[src/rtl/lsu_pkg.sv]
// Shared types and helpers for the load/store unit.
// Size and state encodings plus byte-lane mask.
package lsu_pkg;

  typedef enum logic [1:0] {
    SZ_BYTE = 2'b00,
    SZ_HALF = 2'b01,
    SZ_WORD = 2'b10,
    SZ_ILL  = 2'b11
  } size_t;

  typedef enum logic [1:0] {
    IDLE   = 2'b00,
    ACCESS = 2'b01,
    MERGE  = 2'b10,
    RESP   = 2'b11
  } state_t;

  function automatic logic [3:0] lane_mask(
    input size_t      size,
    input logic [1:0] off
  );
    logic [3:0] m;
    m = 4'b0000;
    unique case (1'b1)
      (size == SZ_BYTE): m = 4'b0001 << off;
      (size == SZ_HALF): m = off[1] ? 4'b1100 : 4'b0011;
      (size == SZ_WORD): m = 4'b1111;
      default:           m = 4'b0000;
    endcase
    return m;
  endfunction

endpackage

[src/rtl/lsu_align.sv]
// Byte-lane alignment for the load/store unit.
// Extends load data and merges sub-word stores.
module lsu_align
  import lsu_pkg::*;
(
  input  logic [31:0] word,
  input  size_t       size,
  input  logic [1:0]  offset,
  input  logic        is_unsigned,
  input  logic [31:0] wdata,
  output logic [31:0] ldata,
  output logic [31:0] sdata
);

  logic [31:0] rsh;
  logic [31:0] lsh;
  logic [3:0]  mask;
  logic        sb;
  logic        sh;

  assign rsh  = word >> {offset, 3'b000};
  assign lsh  = wdata << {offset, 3'b000};
  assign mask = lane_mask(size, offset);
  assign sb   = ~is_unsigned & rsh[7];
  assign sh   = ~is_unsigned & rsh[15];

  // Right-align the addressed lane(s) and extend.
  always_comb begin
    ldata = word;
    unique case (1'b1)
      (size == SZ_BYTE): ldata = {{24{sb}}, rsh[7:0]};
      (size == SZ_HALF): ldata = {{16{sh}}, rsh[15:0]};
      default:           ldata = word;
    endcase
  end

  // Replace enabled lanes of the old word with store data.
  always_comb begin
    sdata = word;
    for (int k = 0; k < 4; k++) begin
      if (mask[k]) sdata[8*k +: 8] = lsh[8*k +: 8];
    end
  end

endmodule

[src/rtl/load_store_unit.sv]
// Load/store stage in front of a word-wide data RAM.
// Sub-word stores are done as read-modify-write.
module load_store_unit
  import lsu_pkg::*;
#(
  parameter int unsigned DEPTH = 1024
) (
  input  logic        clk,
  input  logic        reset,
  input  logic        req_valid,
  output logic        req_ready,
  input  logic [31:0] req_addr,
  input  logic [31:0] req_wdata,
  input  logic        req_we,
  input  logic [1:0]  req_size,
  input  logic        req_unsigned,
  output logic        rsp_valid,
  output logic [31:0] rsp_rdata,
  output logic        rsp_error,
  output logic [31:0] mem_address,
  output logic [31:0] mem_data_in,
  output logic        mem_write,
  input  logic [31:0] mem_data_out
);

  state_t      state_q, state_d;
  logic [31:0] addr_q, addr_d;
  logic [31:0] wdata_q, wdata_d;
  logic [31:0] rdata_q, rdata_d;
  logic [31:0] merge_q, merge_d;
  size_t       size_q, size_d;
  logic        we_q, we_d;
  logic        uns_q, uns_d;
  logic        err_q, err_d;

  size_t       req_sz;
  logic        req_err;
  logic [31:0] al_word;
  logic [31:0] al_ldata;
  logic [31:0] al_sdata;

  assign req_sz = size_t'(req_size);

  // Classify an incoming request as illegal before touching RAM.
  always_comb begin
    req_err = 1'b0;
    unique case (1'b1)
      (req_sz == SZ_ILL):  req_err = 1'b1;
      (req_sz == SZ_HALF): req_err = req_addr[0];
      (req_sz == SZ_WORD): req_err = |req_addr[1:0];
      default:             req_err = 1'b0;
    endcase
    if ({2'b00, req_addr[31:2]} >= DEPTH) req_err = 1'b1;
  end

  assign al_word = (state_q == MERGE) ? merge_q : mem_data_out;

  lsu_align u_align (
    .word        (al_word),
    .size        (size_q),
    .offset      (addr_q[1:0]),
    .is_unsigned (uns_q),
    .wdata       (wdata_q),
    .ldata       (al_ldata),
    .sdata       (al_sdata)
  );

  // Next-state and datapath register updates.
  always_comb begin
    state_d = state_q;
    addr_d  = addr_q;
    wdata_d = wdata_q;
    rdata_d = rdata_q;
    merge_d = merge_q;
    size_d  = size_q;
    we_d    = we_q;
    uns_d   = uns_q;
    err_d   = err_q;
    unique case (state_q)
      IDLE: begin
        if (req_valid) begin
          addr_d  = req_addr;
          wdata_d = req_wdata;
          we_d    = req_we;
          size_d  = req_sz;
          uns_d   = req_unsigned;
          err_d   = req_err;
          rdata_d = 32'h0;
          state_d = req_err ? RESP : ACCESS;
        end
      end
      ACCESS: begin
        if (!we_q) begin
          rdata_d = al_ldata;
          state_d = RESP;
        end else if (size_q == SZ_WORD) begin
          state_d = RESP;
        end else begin
          merge_d = mem_data_out;
          state_d = MERGE;
        end
      end
      MERGE: state_d = RESP;
      RESP: begin
        rdata_d = 32'h0;
        err_d   = 1'b0;
        state_d = IDLE;
      end
      default: state_d = IDLE;
    endcase
  end

  // State and latched request registers.
  always_ff @(posedge clk or negedge reset) begin
    if (!reset) begin
      state_q <= IDLE;
      addr_q  <= 32'h0;
      wdata_q <= 32'h0;
      rdata_q <= 32'h0;
      merge_q <= 32'h0;
      size_q  <= SZ_BYTE;
      we_q    <= 1'b0;
      uns_q   <= 1'b0;
      err_q   <= 1'b0;
    end else begin
      state_q <= state_d;
      addr_q  <= addr_d;
      wdata_q <= wdata_d;
      rdata_q <= rdata_d;
      merge_q <= merge_d;
      size_q  <= size_d;
      we_q    <= we_d;
      uns_q   <= uns_d;
      err_q   <= err_d;
    end
  end

  // RAM write strobe and data, decoded from registered state.
  always_comb begin
    mem_write   = 1'b0;
    mem_data_in = 32'h0;
    unique case (1'b1)
      (state_q == ACCESS && we_q && size_q == SZ_WORD): begin
        mem_write   = 1'b1;
        mem_data_in = wdata_q;
      end
      (state_q == MERGE): begin
        mem_write   = 1'b1;
        mem_data_in = al_sdata;
      end
      default: begin
        mem_write   = 1'b0;
        mem_data_in = 32'h0;
      end
    endcase
  end

  assign req_ready   = (state_q == IDLE);
  assign rsp_valid   = (state_q == RESP);
  assign rsp_rdata   = rdata_q;
  assign rsp_error   = err_q;
  assign mem_address = {2'b00, addr_q[31:2]};

endmodule
[config.mk]
export PLATFORM = sky130hd
export DESIGN_NAME = load_store_unit
export DESIGN_NICKNAME = d
export VERILOG_FILES = /design/src/rtl/lsu_pkg.sv /design/src/rtl/lsu_align.sv /design/src/rtl/load_store_unit.sv
export SDC_FILE = /design/constraint.sdc
export NUM_CORES = 1
export LEC_CHECK = 0
export ABC_AREA = 1
export CORE_ASPECT_RATIO = 1.25
export CORE_MARGIN = 3
export CORE_UTILIZATION = 49
export DETAILED_ROUTE_END_ITERATION = 7
export PLACE_DENSITY = 0.81
export RECOVER_POWER = 50
export SLEW_MARGIN = 20
export SYNTH_ARGS = -nofsm -noshare
export SYNTH_HDL_FRONTEND = slang
export SYNTH_SLANG_ARGS = --single-unit
[constraint.sdc]
create_clock -name clk -period 2.1 [get_ports clk]
set_input_delay 0.315 -clock clk [delete_from_list [all_inputs] [get_ports clk]]
set_output_delay 0.315 -clock clk [all_outputs]
set_load 0.01 [all_outputs]
==> results of run 1 <==
cells in the final DEF (no fill, tap or decap), types with 3 or more instances in the layout:
cell | netlist | routed
nand3_2 | 2 | 6
o21ai_0 | 149 | 101
buf_4 | 38 | 103
o21ai_1 | 5 | 25
o21ai_2 | 0 | 26
clkbuf_16 | 0 | 21
nor2_2 | 2 | 4
a21oi_2 | 0 | 3
inv_6 | 0 | 5
nor2_1 | 53 | 46
nand3_4 | 1 | 5
a21oi_1 | 27 | 24
inv_4 | 0 | 6
ha_4 | 0 | 3
mux2_2 | 9 | 9
a31oi_1 | 9 | 7
nand4_1 | 4 | 4
o31ai_1 | 8 | 6
o22ai_1 | 15 | 15
nand3_1 | 41 | 34
o211ai_1 | 12 | 12
nor2_4 | 1 | 6
buf_2 | 10 | 25
nand2_8 | 0 | 3
buf_6 | 1 | 35
inv_1 | 66 | 58
buf_12 | 0 | 14
dfrtp_1 | 135 | 131
bufinv_16 | 0 | 3
nand2_2 | 6 | 35
inv_2 | 6 | 5
clkinv_4 | 0 | 4
mux2_1 | 3 | 3
dfrtp_2 | 0 | 4
nand2_1 | 410 | 361
nand2_4 | 0 | 18
clkdlybuf4s50_1 | 0 | 164
worst min-delay path: cells and delay by family:
family / cells / cell delay [ns]
buffers and inverters: 1 / 0.39
AND/OR/NAND/NOR: 2 / 0.10
flip-flops by register name, indices dropped and copies added (netlist names), 2 cells and up:
name,count
merge_q,32
addr_q,32
wdata_q,32
state_q,2
rsp_rdata,32
size_q,2
power by group through the flow:
stage               combinational [mW]  clock [mW]  sequential (mW)
floorplan                         5.75           0             4.37
global placement                  10.5           0             4.48
detailed placement                10.6           0             4.51
CTS                               11.3        3.09             4.54
global route                      14.4        3.22             4.76
finish                            13.5        3.09             4.66
cell type report:
| type | instances | share of cell area (%) |
|---|---|---|
| clock inverters | 13 | 1.40 |
| clock buffers | 19 | 3.60 |
| inverters | 72 | 2.52 |
| repair buffers | 352 | 28.1 |
| well taps | 208 | 2.16 |
| multi-input cells | 769 | 34.1 |
| flip-flops and latches | 135 | 28.1 |
path summary, 6_finish.rpt:
kind / startpoint / end / slack (ns) / cells after the start
worst max-delay path: state_q[0] / mem_data_in[18] / -0.32 / 9
worst min-delay path: req_addr[7] / addr_q[7] / 0.42 / 3
worst max register to register: state_q[0] / rsp_rdata[12] / -0.07 / 15
worst min register to register: rsp_rdata[0] / rsp_rdata[0] / 0.47 / 2
max in group asynchronous: reset / addr_q[0] / 0.17 / 3
min in group asynchronous: reset / rsp_rdata[6] / 0.61 / 2
kinds of logic after synthesis:
| group | Yosys count | synth area share (%) |
|---|---|---|
| AND/OR/NAND/NOR | 522 | 27.2 |
| AO/OA/AOI/OAI | 227 | 16.1 |
| buffers and inverters | 164 | 10.2 |
| flip-flops | 135 | 44.1 |
| multiplexers | 12 | 1.76 |
| adder cells (fa/ha/maj) | 4 | 0.653 |
| other | 1 | 0.0490 |
what timing repair did:
item	CTS	global route
hold buffers	1	0
pin swaps	14	36
setup buffers	15	20
endpoints found under the setup margin	57	65
resized for setup	266	140
endpoints found under the hold margin	34	0
cloned	4	6
per-layer routing:
metal  wire length, um  up-vias  part of all wire, %
met5                 0        -                    0
met4              2180        0                  7.2
met3              3060      197                   10
met2             14400      676                   48
met1             10700     4102                   35
li1                  -     3998                    -
==> results.yml, run 1 <==
outcome:
  outcome: "finished, violations left"
  violations: "setup timing"
synthesis:
  synth.top_cell.area_share_pct: 44.1
  yosysMostFrequentCell: "nand2_1"
  syn_area_mm2: 0.00766
  yosysUniqueCellTypes: 31
  synthCells: 1065
  yosysSeqAreaShare_pct: 44.1
  ys_warn_count: 0
  avgSynthCellArea_um2: 7.19
  synth_edf_count: 0
  netlist_top_cells_count: "nand2_1 (410), o21ai_0 (149), dfrtp_1 (135)"
  synth_ff_type: "dfrtp_1"
  yosysTopAreaCell: "dfrtp_1"
  ys_ff_latch: 135
  async_flop_share_pct: 100
  yosys-top-cells-area: "dfrtp_1 (44%), nand2_1 (20%), o21ai_0 (9.7%), buf_4 (3.7%), inv_1 (3.2%)"
place:
  place_congestion: 0.990
  dp_hpwl_um: 19500
  io_buffers: 200
  dpl.cell_count: 1496
  dpl_cell_area_mm2: 0.0104
  place_ws_ns: -0.360
power:
  power_frac_clock_pct: 14.6
  finalPower_mw: 21.2
  pwr-share-comb_pct: 63.5
  irDropWorstVdd_uv: 939
  p_leak_nw: 5.91
  p_seq_share_pct: 22.0
  power_density_mw_per_mm2: 1760
  switchingPower_mw: 9.61
  cellInternalPower_mw: 11.6
  switching_share_pct: 45.3
grt:
  grt_pass1_wl_um: 43700
  grt-busiest-layer: "met2"
  grt_pass1_vias: 8471
  grtUsageMet1_pct: 38.3
  grtUsageTotal_pct: 31.9
  grt_antenna_before_repair: 0
  grt_max_degree: 59
  grt.met3_usage_pct: 7.89
  use_met2_pct: 53.3
  globalRouteOverflowTotal: 0
timing:
  fin_setup_tns_ns: -7.77
  worst_hold_slack_ns: 0.415
  hold_viol_final: 0
  fin_ws_ns: -0.316
  fin_crit_sh_pct: 115
  post-route-min-period_ns: 2.42
  worst_pin_slew_ns: 1.05
  timing.final.max_slew_violations: 0
  relSlewSlack_pct: 29.9
  fmax_mhz: 414
  rsz0062_at_grt: "true"
  finClkSkew_ns: 0.0162
  finalSetupViolCount: 57
flow_run:
  cap_violations: 0
critical_path:
  startpoint_type: "register"
  path_buf_inv: 4
  crit_top_cell: "nand2_1"
  cp_slowest_cell: "dfrtp_1"
  crit_chain: "inv_2 > ha_4 > inv_8 > buf_12 > o21ai_1 > nand2_1 > nand3_1 > nand2_1 > buf_2"
  path_class: "register to primary output"
  crit_required_ns: 1.78
  crit_fanout: 16
  slowest_delay_ns: 0.39
  cp.arrival_ns: 2.10
  worstSetupEndpointType: "primary output"
  crit_family: "buffers and inverters"
route:
  drc: 0
  wl_um: 30300
  wire_per_inst_um: 19.3
  routed_via_density: 5.72
  drt_iter0_markers: 1204
  via_count: 8973
  drtAntennaViolNets: 0
  first_pass_iters: 7
floorplanning:
  pin_count: 203
  coreArea_mm2: 0.0151
  rows: 50
  die-area_mm2: 0.0172
  die_w_um: 118
  die_h_um: 146
  start_util_pct: 50.6
layout:
  fillers: 992
  utilization_pct: 79.4
  antenna_cells: 0
  seq_area_mm2: 0.00338
  nNetsFinal: 1454
  finalNonFillerCells: 1568
  multi_input_area_mm2: 0.00410
  area_delta_synth_final_pct: 57.0
  fin_area_mm2: 0.0120
  drive_above_1_share_pct: 26.5
clock_network:
  numClockSinks: 135
  clock_path_buffers: 2
  htreeDepth: 4
  cts.clk_slew.worst_paths_ns: 0.06
  cts_tree: "built"
  cts-root-buf: "clkbuf_16"
  cts_buffers: 17
  clk_latency_ns: 0.44
worst_hold_path:
  hp-class: "input pin to register"
No activity file was read; power rests on OpenSTA's default activity.
==> run 2, diff against run 1 <==
Settings changed: CORE_MARGIN 3 to 5.
==> run 2 against run 1 <==
Compared with the run above: the flow still finishes with violations (setup timing); combinational power is 4% lower; sequential share of layout area is 0.27 points higher; global-route usage is 0.39 points lower; clock skew is 0.0046 ns lower; routed wire length is 2.2% lower; sequential power hardly changed; clock-buffer cell count stayed put; via count is 2.2% lower; largest power group unchanged.
==> results.yml, run 2 (synthesis results as in run 1) <==
layout:
  area_delta_synth_final_pct: 55.5
  antenna_cells: 0
  nNetsFinal: 1454
  fillers: 1070
  multi_input_area_mm2: 0.00410
  utilization_pct: 77.1
  mostFrequentLayoutCells: "nand2_1 (356), clkdlybuf4s50_1 (146), dfrtp_1 (132)"
  drive_above_1_share_pct: 26.5
  seq_area_mm2: 0.00338
  finalNonFillerCells: 1571
  fin_area_mm2: 0.0119
  final_common_cell: "nand2_1"
timing:
  relSlewSlack_pct: 11.0
  post-route-min-period_ns: 2.34
  hold_viol_final: 0
  fin_setup_tns_ns: -6.31
  finClkSkew_ns: 0.0116
  rsz0062_at_grt: "true"
  worst_pin_slew_ns: 1.33
  fin_ws_ns: -0.242
  finalSetupViolCount: 47
  timing.final.max_slew_violations: 0
  fin_crit_sh_pct: 112
  fmax_mhz: 427
route:
  drc: 0
  wl_um: 29700
  drt_iter0_markers: 944
  drtAntennaViolNets: 0
  routed_via_density: 5.58
  wire_per_inst_um: 18.9
  first_pass_iters: 7
  via_count: 8772
power:
  pwr-share-comb_pct: 62.7
  switching_share_pct: 45.4
  p_seq_share_pct: 22.9
  cellInternalPower_mw: 11.2
  p_leak_nw: 5.91
  power_density_mw_per_mm2: 1720
  power_frac_clock_pct: 14.4
  finalPower_mw: 20.5
  irDropWorstVdd_uv: 875
  switchingPower_mw: 9.31
floorplanning:
  die_w_um: 122
  rows: 51
  pin_count: 203
  die_h_um: 150
  die-area_mm2: 0.0182
  start_util_pct: 49.6
  coreArea_mm2: 0.0154
clock_network:
  cts_buffers: 17
  htreeDepth: 4
  cts_tree: "built"
  clock_path_buffers: 2
  numClockSinks: 135
  clk_latency_ns: 0.43
  cts.clk_slew.worst_paths_ns: 0.06
  cts-root-buf: "clkbuf_16"
grt:
  grt_max_degree: 53
  grtUsageTotal_pct: 31.5
  grt_antenna_before_repair: 1
  grt_pass1_vias: 8621
  globalRouteOverflowTotal: 0
  grt_pass1_wl_um: 44500
place:
  io_buffers: 200
  dpl.cell_count: 1509
  dpl_cell_area_mm2: 0.0104
  dp_hpwl_um: 19900
  place_congestion: 0.984
critical_path:
  worstSetupEndpointType: "primary output"
  path_class: "register to primary output"
  cp.arrival_ns: 2.03
  crit_fanout: 8
  startpoint_type: "register"
  crit_required_ns: 1.78
outcome:
  violations: "setup timing"
  outcome: "finished, violations left"
worst_hold_path:
  hp-class: "input pin to register"
flow_run:
  cap_violations: 0
[run 2: changes by cell type in the layout (fill, tap and decap cells not counted), sizes merged]
cell	previous run	this run
clkdlybuf4s15	1	0
inv	75	72
clkinv	6	7
clkdlybuf4s50	164	146
dlygate4sd2	1	2
clkbuf	26	22
buf	178	181
bufbuf	0	1
dlygate4sd3	1	19
bufinv	3	2
clkinvlp	1	3
[run 2: path summary, 6_finish.rpt]
kind,start,end,slack [ns],cells past startpoint
min in group asynchronous,reset,rsp_rdata[4],0.74,2
max,size_q[0],mem_data_in[22],-0.24,10
max reg2reg,state_q[0],rsp_rdata[7],-0.04,15
max in group asynchronous,reset,addr_q[1],0.22,3
min reg2reg,rsp_rdata[10],rsp_rdata[10],0.47,2
min,req_wdata[20],wdata_q[20],0.43,3
[run 2: timing repair]
item	4_1_cts	5_1_grt
resized for setup	290	111
hold buffers	1	0
buffers inserted	15	11
pin swaps	36	34
cloned	7	1
hold endpoints to repair	46	0
setup endpoints to repair	57	63
[run 2: worst max-delay path, cell delays in order (launching register included)]
cell and delay, ns:
dfrtp_1 0.40, inv_2 0.13, nor2_4 0.06, nand2_2 0.11, o211ai_2 0.10, buf_6 0.16, buf_4 0.16, o21ai_1 0.12
inv_1 0.06, o21ai_1 0.14, buf_2 0.16
[run 2: cell type report]
| class | instances | area share [%] |
|---|---|---|
| Inverter | 72 | 2.48 |
| Tap cell | 212 | 2.23 |
| Multi-Input combinational cell | 769 | 34.4 |
| Timing Repair Buffer | 352 | 27.7 |
| Clock buffer | 19 | 3.72 |
| Sequential cell | 135 | 28.4 |
| Clock inverter | 12 | 1.08 |
[run 2: routing by layer]
| layer | wire, um | global-route usage, % | up-vias |
|---|---|---|---|
| met5 | 19 | 0 | - |
| met4 | 2090 | 20.1 | 2 |
| met3 | 2980 | 9.00 | 173 |
| met2 | 14100 | 51.4 | 583 |
| met1 | 10500 | 36.2 | 4026 |
| li1 | - | - | 3988 |
[run 2: stage by stage]
step / hold slack, ns / worst slack, ns
finish: 0.425 / -0.242
global route: 0.424 / -0.302
CTS: 0.413 / -0.214
detailed placement: 0.299 / -0.372
global placement: 0.303 / -0.344
floorplan: 0.0194 / 0.0967
[run 2: power by group through the flow]
stage / logic [mW] / clock network (mW) / registers (mW)
after global placement: 10.4 / 0 / 4.49
after floorplan: 5.75 / 0 / 4.37
after CTS: 11.6 / 2.96 / 4.55
final: 12.9 / 2.94 / 4.69
after detailed placement: 10.5 / 0 / 4.51
after global routing: 13.7 / 3.09 / 4.80
